File: src/rtl/pll_lock_rst_seq_pkg.sv
`default_nettype none
// ============================================================================
// Module      : pll_seq_pkg
// Description : Shared types and helpers for the PLL lock / reset sequencer.
// Revision    : 1.0 - initial release
// ============================================================================
package pll_seq_pkg;

    // Sequencer state; the numeric values are visible on state_o for debug.
    typedef enum logic [2:0] {
        ST_PLL_RST   = 3'd0,
        ST_WAIT_LOCK = 3'd1,
        ST_STABILIZE = 3'd2,
        ST_RUN       = 3'd3,
        ST_FAULT     = 3'd4
    } state_e;

    // Saturation value of the lock-loss counter.
    localparam logic [7:0] LOCK_CNT_SAT = 8'd255;

    // $clog2 that never returns less than 1, so single-value counters still
    // get a real bit.
    function automatic int clog2_min1(input int value);
        return (value <= 2) ? 1 : $clog2(value);
    endfunction

endpackage
`default_nettype wire

File: src/rtl/pll_lock_rst_seq_sync_bit.sv
`default_nettype none
// ============================================================================
// Module      : sync_bit
// Description : N-flop single-bit synchronizer with asynchronous reset.
// Revision    : 1.0 - initial release
// ============================================================================
module sync_bit #(
    parameter int STAGES = 2
) (
    input  logic clk,
    input  logic rst,
    input  logic d_i,
    output logic q_o
);

    logic [STAGES-1:0] sync_q;
    logic [STAGES-1:0] sync_d;

    // Shift the asynchronous input one stage deeper each cycle.
    always_comb begin
        sync_d = {sync_q[STAGES-2:0], d_i};
    end

    // Chain flops clear to 0 so the output reads "not locked" out of reset.
    always_ff @(posedge clk or posedge rst) begin
        if (rst) begin
            sync_q <= '0;
        end else begin
            sync_q <= sync_d;
        end
    end

    assign q_o = sync_q[STAGES-1];

endmodule
`default_nettype wire

File: src/rtl/pll_lock_rst_seq.sv
`default_nettype none
// ============================================================================
// Module      : pll_lock_rst_seq
// Description : Holds the PLL in reset, waits for a stable lock, releases the
//               system reset, and retries / faults on lock problems.
// Revision    : 1.0 - initial release
// ============================================================================
module pll_lock_rst_seq
    import pll_seq_pkg::*;
#(
    parameter int SYNC_STAGES    = 2,
    parameter int PLL_RST_CYCLES = 16,
    parameter int STABLE_CYCLES  = 1024,
    parameter int LOCK_TIMEOUT   = 65536,
    parameter int RETRY_MAX      = 7
) (
    input  logic       clk,
    input  logic       rst,
    input  logic       pll_lock_i,
    output logic       pll_rst_o,
    output logic       sys_rst_o,
    output logic       ready_o,
    output logic       fault_o,
    output logic [7:0] lock_loss_cnt_o,
    output logic [2:0] state_o
);

    localparam int c_RST_W = clog2_min1(PLL_RST_CYCLES);
    localparam int c_TMO_W = clog2_min1(LOCK_TIMEOUT);
    localparam int c_STB_W = clog2_min1(STABLE_CYCLES);
    localparam int c_RTY_W = clog2_min1(RETRY_MAX + 1);

    localparam logic [c_RST_W-1:0] c_RST_LAST = c_RST_W'(PLL_RST_CYCLES - 1);
    localparam logic [c_TMO_W-1:0] c_TMO_LAST = c_TMO_W'(LOCK_TIMEOUT - 1);
    localparam logic [c_STB_W-1:0] c_STB_LAST = c_STB_W'(STABLE_CYCLES - 1);
    localparam logic [c_RTY_W-1:0] c_RTY_MAX  = c_RTY_W'(RETRY_MAX);

    logic               lock_s;
    logic [c_RTY_W-1:0] retry_inc;

    state_e             state_q,     state_d;
    logic [c_RST_W-1:0] rst_cnt_q,   rst_cnt_d;
    logic [c_TMO_W-1:0] tmo_cnt_q,   tmo_cnt_d;
    logic [c_STB_W-1:0] stb_cnt_q,   stb_cnt_d;
    logic [c_RTY_W-1:0] retry_cnt_q, retry_cnt_d;
    logic [7:0]         loss_cnt_q,  loss_cnt_d;
    logic               pll_rst_q,   pll_rst_d;
    logic               sys_rst_q,   sys_rst_d;
    logic               ready_q,     ready_d;
    logic               fault_q,     fault_d;

    sync_bit #(
        .STAGES (SYNC_STAGES)
    ) u_lock_sync (
        .clk (clk),
        .rst (rst),
        .d_i (pll_lock_i),
        .q_o (lock_s)
    );

    assign retry_inc = retry_cnt_q + 1'b1;

    // Next-state and counter logic; each counter clears when its state exits.
    always_comb begin
        state_d     = state_q;
        rst_cnt_d   = rst_cnt_q;
        tmo_cnt_d   = tmo_cnt_q;
        stb_cnt_d   = stb_cnt_q;
        retry_cnt_d = retry_cnt_q;
        loss_cnt_d  = loss_cnt_q;
        unique case (state_q)
            ST_PLL_RST: begin
                if (rst_cnt_q == c_RST_LAST) begin
                    state_d   = ST_WAIT_LOCK;
                    rst_cnt_d = '0;
                end else begin
                    rst_cnt_d = rst_cnt_q + 1'b1;
                end
            end
            ST_WAIT_LOCK: begin
                // Lock takes priority over a timeout expiring on the same cycle.
                if (lock_s) begin
                    state_d   = ST_STABILIZE;
                    tmo_cnt_d = '0;
                end else if (tmo_cnt_q == c_TMO_LAST) begin
                    tmo_cnt_d   = '0;
                    retry_cnt_d = retry_inc;
                    state_d     = (retry_inc == c_RTY_MAX) ? ST_FAULT : ST_PLL_RST;
                end else begin
                    tmo_cnt_d = tmo_cnt_q + 1'b1;
                end
            end
            ST_STABILIZE: begin
                // A dropout here is a glitch reject, not a counted loss.
                if (!lock_s) begin
                    state_d   = ST_WAIT_LOCK;
                    stb_cnt_d = '0;
                end else if (stb_cnt_q == c_STB_LAST) begin
                    state_d     = ST_RUN;
                    stb_cnt_d   = '0;
                    retry_cnt_d = '0;
                end else begin
                    stb_cnt_d = stb_cnt_q + 1'b1;
                end
            end
            ST_RUN: begin
                if (!lock_s) begin
                    state_d = ST_PLL_RST;
                    if (loss_cnt_q != LOCK_CNT_SAT) begin
                        loss_cnt_d = loss_cnt_q + 1'b1;
                    end
                end
            end
            ST_FAULT: begin
                state_d = ST_FAULT;
            end
            default: begin
                state_d = ST_PLL_RST;
            end
        endcase
    end

    // Outputs are decoded from the next state so they switch on the same edge.
    always_comb begin
        pll_rst_d = (state_d == ST_PLL_RST) || (state_d == ST_FAULT);
        sys_rst_d = (state_d != ST_RUN);
        ready_d   = (state_d == ST_RUN);
        fault_d   = fault_q || (state_d == ST_FAULT);
    end

    // State, counters and registered outputs with asynchronous reset.
    always_ff @(posedge clk or posedge rst) begin
        if (rst) begin
            state_q     <= ST_PLL_RST;
            rst_cnt_q   <= '0;
            tmo_cnt_q   <= '0;
            stb_cnt_q   <= '0;
            retry_cnt_q <= '0;
            loss_cnt_q  <= '0;
            pll_rst_q   <= 1'b1;
            sys_rst_q   <= 1'b1;
            ready_q     <= 1'b0;
            fault_q     <= 1'b0;
        end else begin
            state_q     <= state_d;
            rst_cnt_q   <= rst_cnt_d;
            tmo_cnt_q   <= tmo_cnt_d;
            stb_cnt_q   <= stb_cnt_d;
            retry_cnt_q <= retry_cnt_d;
            loss_cnt_q  <= loss_cnt_d;
            pll_rst_q   <= pll_rst_d;
            sys_rst_q   <= sys_rst_d;
            ready_q     <= ready_d;
            fault_q     <= fault_d;
        end
    end

    assign pll_rst_o       = pll_rst_q;
    assign sys_rst_o       = sys_rst_q;
    assign ready_o         = ready_q;
    assign fault_o         = fault_q;
    assign lock_loss_cnt_o = loss_cnt_q;
    assign state_o         = state_q;

endmodule
`default_nettype wire
File: config.mk
export PLATFORM = sky130hd
export DESIGN_NAME = pll_lock_rst_seq
export DESIGN_NICKNAME = d
export VERILOG_FILES = /design/src/rtl/pll_lock_rst_seq_pkg.sv /design/src/rtl/pll_lock_rst_seq_sync_bit.sv /design/src/rtl/pll_lock_rst_seq.sv
export SDC_FILE = /design/constraint.sdc
export NUM_CORES = 1
export LEC_CHECK = 0
export CAP_MARGIN = 10
export CORE_ASPECT_RATIO = 0.75
export CORE_UTILIZATION = 55
export CTS_BUF_LIST = sky130_fd_sc_hd__clkbuf_4
export CTS_CLUSTER_SIZE = 16
export DETAILED_ROUTE_END_ITERATION = 8
export GPL_ROUTABILITY_DRIVEN = 0
export PLACE_DENSITY = 0.81
export SLEW_MARGIN = 20
export SYNTH_ARGS = -nofsm -noshare
export SYNTH_HDL_FRONTEND = slang
export SYNTH_SLANG_ARGS = --single-unit
File: constraint.sdc
create_clock -name clk -period 2 [get_ports clk]
set_input_delay 0.6 -clock clk [delete_from_list [all_inputs] [get_ports clk]]
set_output_delay 0.6 -clock clk [all_outputs]
set_load 0.01 [all_outputs]
# Yosys cells after proc, flatten, opt, wreduce, memory -nomap -nowiden
# Index checks and enable logic that the tools add are counted.
# W data, S select, Z words.
[word_totals]
register_bits = 50
in_bits = 3
output_inout_bits = 15
word_cells = 58
[op_classes]
addsub = 5
eq_ne = 16
mux = 18
bitwise_logic = 1
reduce_logical = 7
[ops]
columns = ["operator", "n"]
rows = [
  ["$mux W3", 11],
  ["$mux W16", 2],
  ["$mux W10", 2],
  ["$add A16 B1 Y16 const B", 1],
  ["$eq A16 B16 Y1 const B", 1],
  ["$pmux W3 S5", 1],
  ["$add A10 B1 Y10 const B", 1],
  ["$eq A10 B10 Y1 const B", 1],
  ["$eq A3 B2 Y1 const B", 3],
  ["$eq A3 B3 Y1 const B", 3],
  ["$add A8 B1 Y8 const B", 1],
  ["$ne A8 B8 Y1 const B", 1],
  ["$logic_not A3 Y1", 2],
  ["$ne A2 B2 Y1 const B", 3],
  ["$pmux W3 S2", 1],
  ["$reduce_and A5 Y1", 1],
  ["$add A4 B1 Y4 const B", 1],
  ["$eq A4 B4 Y1 const B", 1],
  ["$mux W4", 1],
  ["$add A3 B1 Y3 const B", 1],
  ["$eq A3 B1 Y1 const B", 1],
  ["$ne A3 B2 Y1 const B", 1],
  ["$reduce_and A3 Y1", 1],
  ["$logic_or A1 B1 Y1", 2],
  ["other kinds (3)", 3],
]

# Depth between registers and ports, before layout
[depth]
depth_word = 8
mapped_depth = 6
depth_no_buf = 5

# Cells and area by module
# From an unflattened synthesis, not the netlist that was laid out.
[unflattened]
cells_unflattened = 258
hier_area_um2 = 2531.2
[modules_own_cells]
columns = ["mod", "n_inst", "cells_per_inst", "area_per_inst_um2", "seq_area_each_um2"]
rows = [
  ["pll_lock_rst_seq", 1, 255, 2477.4, 1203.7],
  ["sync_bit", 1, 3, 53.8, 50.0],
]

# Worst setup path after synthesis
# OpenSTA, ideal clock, no wires.
[synth_path]
kind = "reg2reg"
start = "register tmo_cnt_q[0]"
end = "register state_q[0] (netlist: state_o[0])"
setup_time_ns = 0.131
arrival_time_ns = 1.647
t_required_ns = 1.869
setup_slack_ns = 0.222
path_stages_with_launch = 6
path_buffers = 0
synth_period_minus_slack_ns = 1.778
path_cell_list = "dfrtp_1 -> ha_1 -> nand4_1 -> nor3_4 -> a21oi_1 -> or3_1"
[synth_between]
elab_chain_cells = 4
[synth_rtl]
columns = ["element", "line_no", "source"]
rows = [
  ["from (decl)", "pll_lock_rst_seq.sv:43", "logic [c_TMO_W-1:0] tmo_cnt_q, tmo_cnt_d;"],
  ["from (signal assigned)", "pll_lock_rst_seq.sv:147", "tmo_cnt_q <= tmo_cnt_d;"],
  ["$eq A16 B16 Y1", "pll_lock_rst_seq.sv:85", "end else if (tmo_cnt_q == c_TMO_LAST) begin"],
  ["$mux W3", "pll_lock_rst_seq.sv:85", ""],
  ["$mux W3", "pll_lock_rst_seq.sv:82", "if (lock_s) begin"],
  ["$pmux W3 S5", "pll_lock_rst_seq.sv:71", "unique case (state_q)"],
  ["named net state_d[0]", "pll_lock_rst_seq.sv:41", "state_e state_q, state_d;"],
  ["to (signal assigned)", "pll_lock_rst_seq.sv:145", "state_q <= state_d;"],
  ["to (decl)", "pll_lock_rst_seq.sv:41", ""],
]
# The timed path passes the listed nets, and every way through them passes these cells.
# A chain may end at the register's enable or synchronous reset.

# Worst setup path in the final report
[layout_path]
start = "register loss_cnt_q[6] (netlist: lock_loss_cnt_o[6])"
end = "output lock_loss_cnt_o[6]"
[layout_lines]
columns = ["element", "line_no", "source"]
rows = [
  ["from (decl)", "pll_lock_rst_seq.sv:46", "logic [7:0] loss_cnt_q, loss_cnt_d;"],
  ["from (signal assigned)", "pll_lock_rst_seq.sv:150", "loss_cnt_q <= loss_cnt_d;"],
  ["to (decl)", "pll_lock_rst_seq.sv:24", "output logic [7:0] lock_loss_cnt_o,"],
]
# No word-level cell between the ends.

==> impl_metrics.json <==
{
  "post_drt_wl_per_cell_um": 16.5,
  "synth_edf_count": 0,
  "grtUsageMet3": 0.0406,
  "drive_gt1_frac": 0.196,
  "ys_seq_area_frac": 0.455,
  "gr-total-overflow": 0,
  "area_growth_pct": 18.5,
  "crit_fanout": 4,
  "cp.required_ns": 1.40,
  "dieArea_sq_mm": 0.00530,
  "yosys.area.top_type": "dfrtp_1",
  "post-route-period-util": 0.978,
  "synthSimpleGateAreaFrac": 0.260,
  "synth_xor_area_frac": 0.0413,
  "hold_violations": 0,
  "hold-worst-slack_ns": 0.369,
  "critPathKind": "reg -> out",
  "path_buf_inv": 1,
  "drt-initial-drc-count": 217,
  "worst_pin_slew_ns": 0.489,
  "antenna_found_initial": 0,
  "cts_inserted_buffers": 5,
  "grt_util_met2": 0.368,
  "synthMuxAreaShare": 0.0123,
  "synth_cell_types": 60,
  "reg2reg_setup_slack_ns": 0.10,
  "cts_sinks": 50,
  "synth_seq_cells": 50,
  "fin_crit_ns": 1.96,
  "crit_family": "buffers and inverters",
  "cp-end-kind": "output pin",
  "port_buffers": 17,
  "synth_compound_area_frac": 0.166,
  "cts_tree": "built",
  "die-width_um": 83.7,
  "yosys_warnings": 0,
  "drt-total-wl_um": 6340,
  "arrival_ns": 1.36,
  "status": "finished clean",
  "worstPathCellList": "clkdlybuf4s50_1",
  "gr-usage-met1": 0.376,
  "fin_tns_setup_ns": 0,
  "synth_area_per_cell_sq_um": 9.74,
  "power_density_mw_per_mm2": 872,
  "dr.pass1.iters": 5,
  "layout_commonest_cell": "dfrtp_1",
  "num_rows": 21,
  "p_leak_nw": 1.41,
  "fmax_mhz": 511,
  "synth_top_family_by_area": "simple AND/OR/NAND/NOR gates",
  "fp.dieH_um": 63.3,
  "vias": 2382,
  "startpoint_type": "flop",
  "grt_max_degree": 26,
  "h-tree-depth": 2,
  "vdd_drop_max_v": 0.000907,
  "synth_area_leaders": "dfrtp_1, nand2_1, o21ai_0",
  "start_util": 0.596,
  "skew_ns": 0.0124,
  "max-slew-margin-rel": 0.673,
  "worstSkewPairLatency_ns": 0.38,
  "gr-usage-all-layers": 0.253,
  "via_per_inst": 6.20,
  "synthAdderAreaFrac": 0.0272,
  "hold_class": "reg -> reg",
  "globalRoute.busiestLayer": "met1",
  "clkTransAtPathRegs_ns": 0.15,
  "syn_area_sq_mm": 0.00276,
  "async_flop_share": 1.00,
  "synth_ff_type": "dfrtp_1",
  "ant_nets": 0,
  "setup_viol_count_final": 0,
  "diodes": 0,
  "syn_inst": 283,
  "crit_slowest_cell": "clkdlybuf4s50_1",
  "root_buffer": "clkbuf_4",
  "clock_path_buffers": 2,
  "slew_violations": 0,
  "io_pins": 18,
  "grt_pass1_wl_um": 10700,
  "yosysTopAreaCellShare": 0.436,
  "syn-num-nets": 292,
  "critPathMaxStageDelay_ns": 0.55,
  "dp_hpwl_um": 4280,
  "fin_nets": 335,
  "core_sq_mm": 0.00462,
  "grt_pass1_vias": 2215,
  "layout_common_cells": "dfrtp_1, nand2_1, buf_4",
  "maxCapViolCount": 0,
  "drc_errors": 0
}
where the power goes:
group | internal, W | total [W] | switching, W | leakage [nW]
registers | 0.00117 | 0.00133 | 0.000159 | 0.665
logic | 0.000426 | 0.000912 | 0.000486 | 0.699
clock network | 0.000266 | 0.000608 | 0.000342 | 0.0456
registers in the layout, summed over array words and instances, names as in the netlist:
signal              cells
rst_cnt_q               4
stb_cnt_q              10
u_lock_sync.sync_q      2
fault_o                 1
tmo_cnt_q              16
sys_rst_o               1
state_o                 3
retry_cnt_q             3
pll_rst_o               1
ready_o                 1
lock_loss_cnt_o         8
metrics by stage:
stage	cells	total power (W)	worst slack [ns]	util	cell area [sq um]
after floorplan	283	0.00192	0.202	-	2760
after global placement	362	0.00216	0.150	0.660	3050
after detailed placement	362	0.00219	0.0418	0.660	3050
after CTS	375	0.00282	0.00158	0.686	3170
after global routing	384	0.00302	-0.0196	0.706	3270
final	384	0.00285	0.0440	0.706	3270
cell families after synthesis:
kind of cell,Yosys count
AND/OR/NAND/NOR,127
AO/OA/AOI/OAI,64
flip-flops,50
buffers and inverters,20
XOR/XNOR,13
adder cells (fa/ha/maj),6
multiplexers,3
final timing paths:
| kind | end | startpoint | depth (start not counted) |
|---|---|---|---|
| setup / recovery | lock_loss_cnt_o[6] | lock_loss_cnt_o[6] | 1 |
| hold / removal | u_lock_sync.sync_q[1] | u_lock_sync.sync_q[0] | 0 |
| setup reg to reg | retry_cnt_q[1] | state_o[2] | 5 |
| hold reg to reg | u_lock_sync.sync_q[1] | u_lock_sync.sync_q[0] | 0 |
| max in group asynchronous | pll_rst_o | rst | 3 |
| min in group asynchronous | stb_cnt_q[5] | rst | 2 |
Yosys cell counts (2+ instances only):
cell,number
nand2_1,39
mux2_2,3
nand3_1,16
o31ai_1,3
nor2_1,11
nand4_1,10
o21ai_0,23
nor3_1,11
nor3b_1,4
and4_1,2
buf_6,3
dfstp_2,2
a22o_1,4
and2_1,2
buf_2,3
clkbuf_1,2
o221ai_1,2
a21o_1,3
o211ai_1,2
nor2b_1,3
a211oi_1,2
ha_1,6
nand3_2,3
a31oi_1,2
nand2b_1,2
xor2_1,6
a21oi_1,7
xnor2_1,7
inv_1,10
nor4_1,7
o31a_1,3
dfrtp_1,48
or3_1,5
cell type report:
class | count | area (sq um)
fill | 337 | 1360
multi-input combinational | 213 | 1400
clock inverter | 3 | 43.8
clock buffer | 5 | 37.5
tap | 57 | 71.3
inverter | 10 | 37.5
sequential | 50 | 1260
timing repair buffer | 46 | 418
per-layer routing:
layer	up-vias	share of wire
met1	1138	0.46
met3	16	0.069
li1	1136	-
met2	92	0.45
met5	-	0
met4	0	0.025
timing repair:
item / in CTS / in global routing
endpoints found under the setup margin: 8 / 8
hold buffers: 0 / 0
pin swaps: 0 / 1
resized for setup: 5 / 5
setup buffers: 5 / 9
Power figures use the tool's default switching activity.
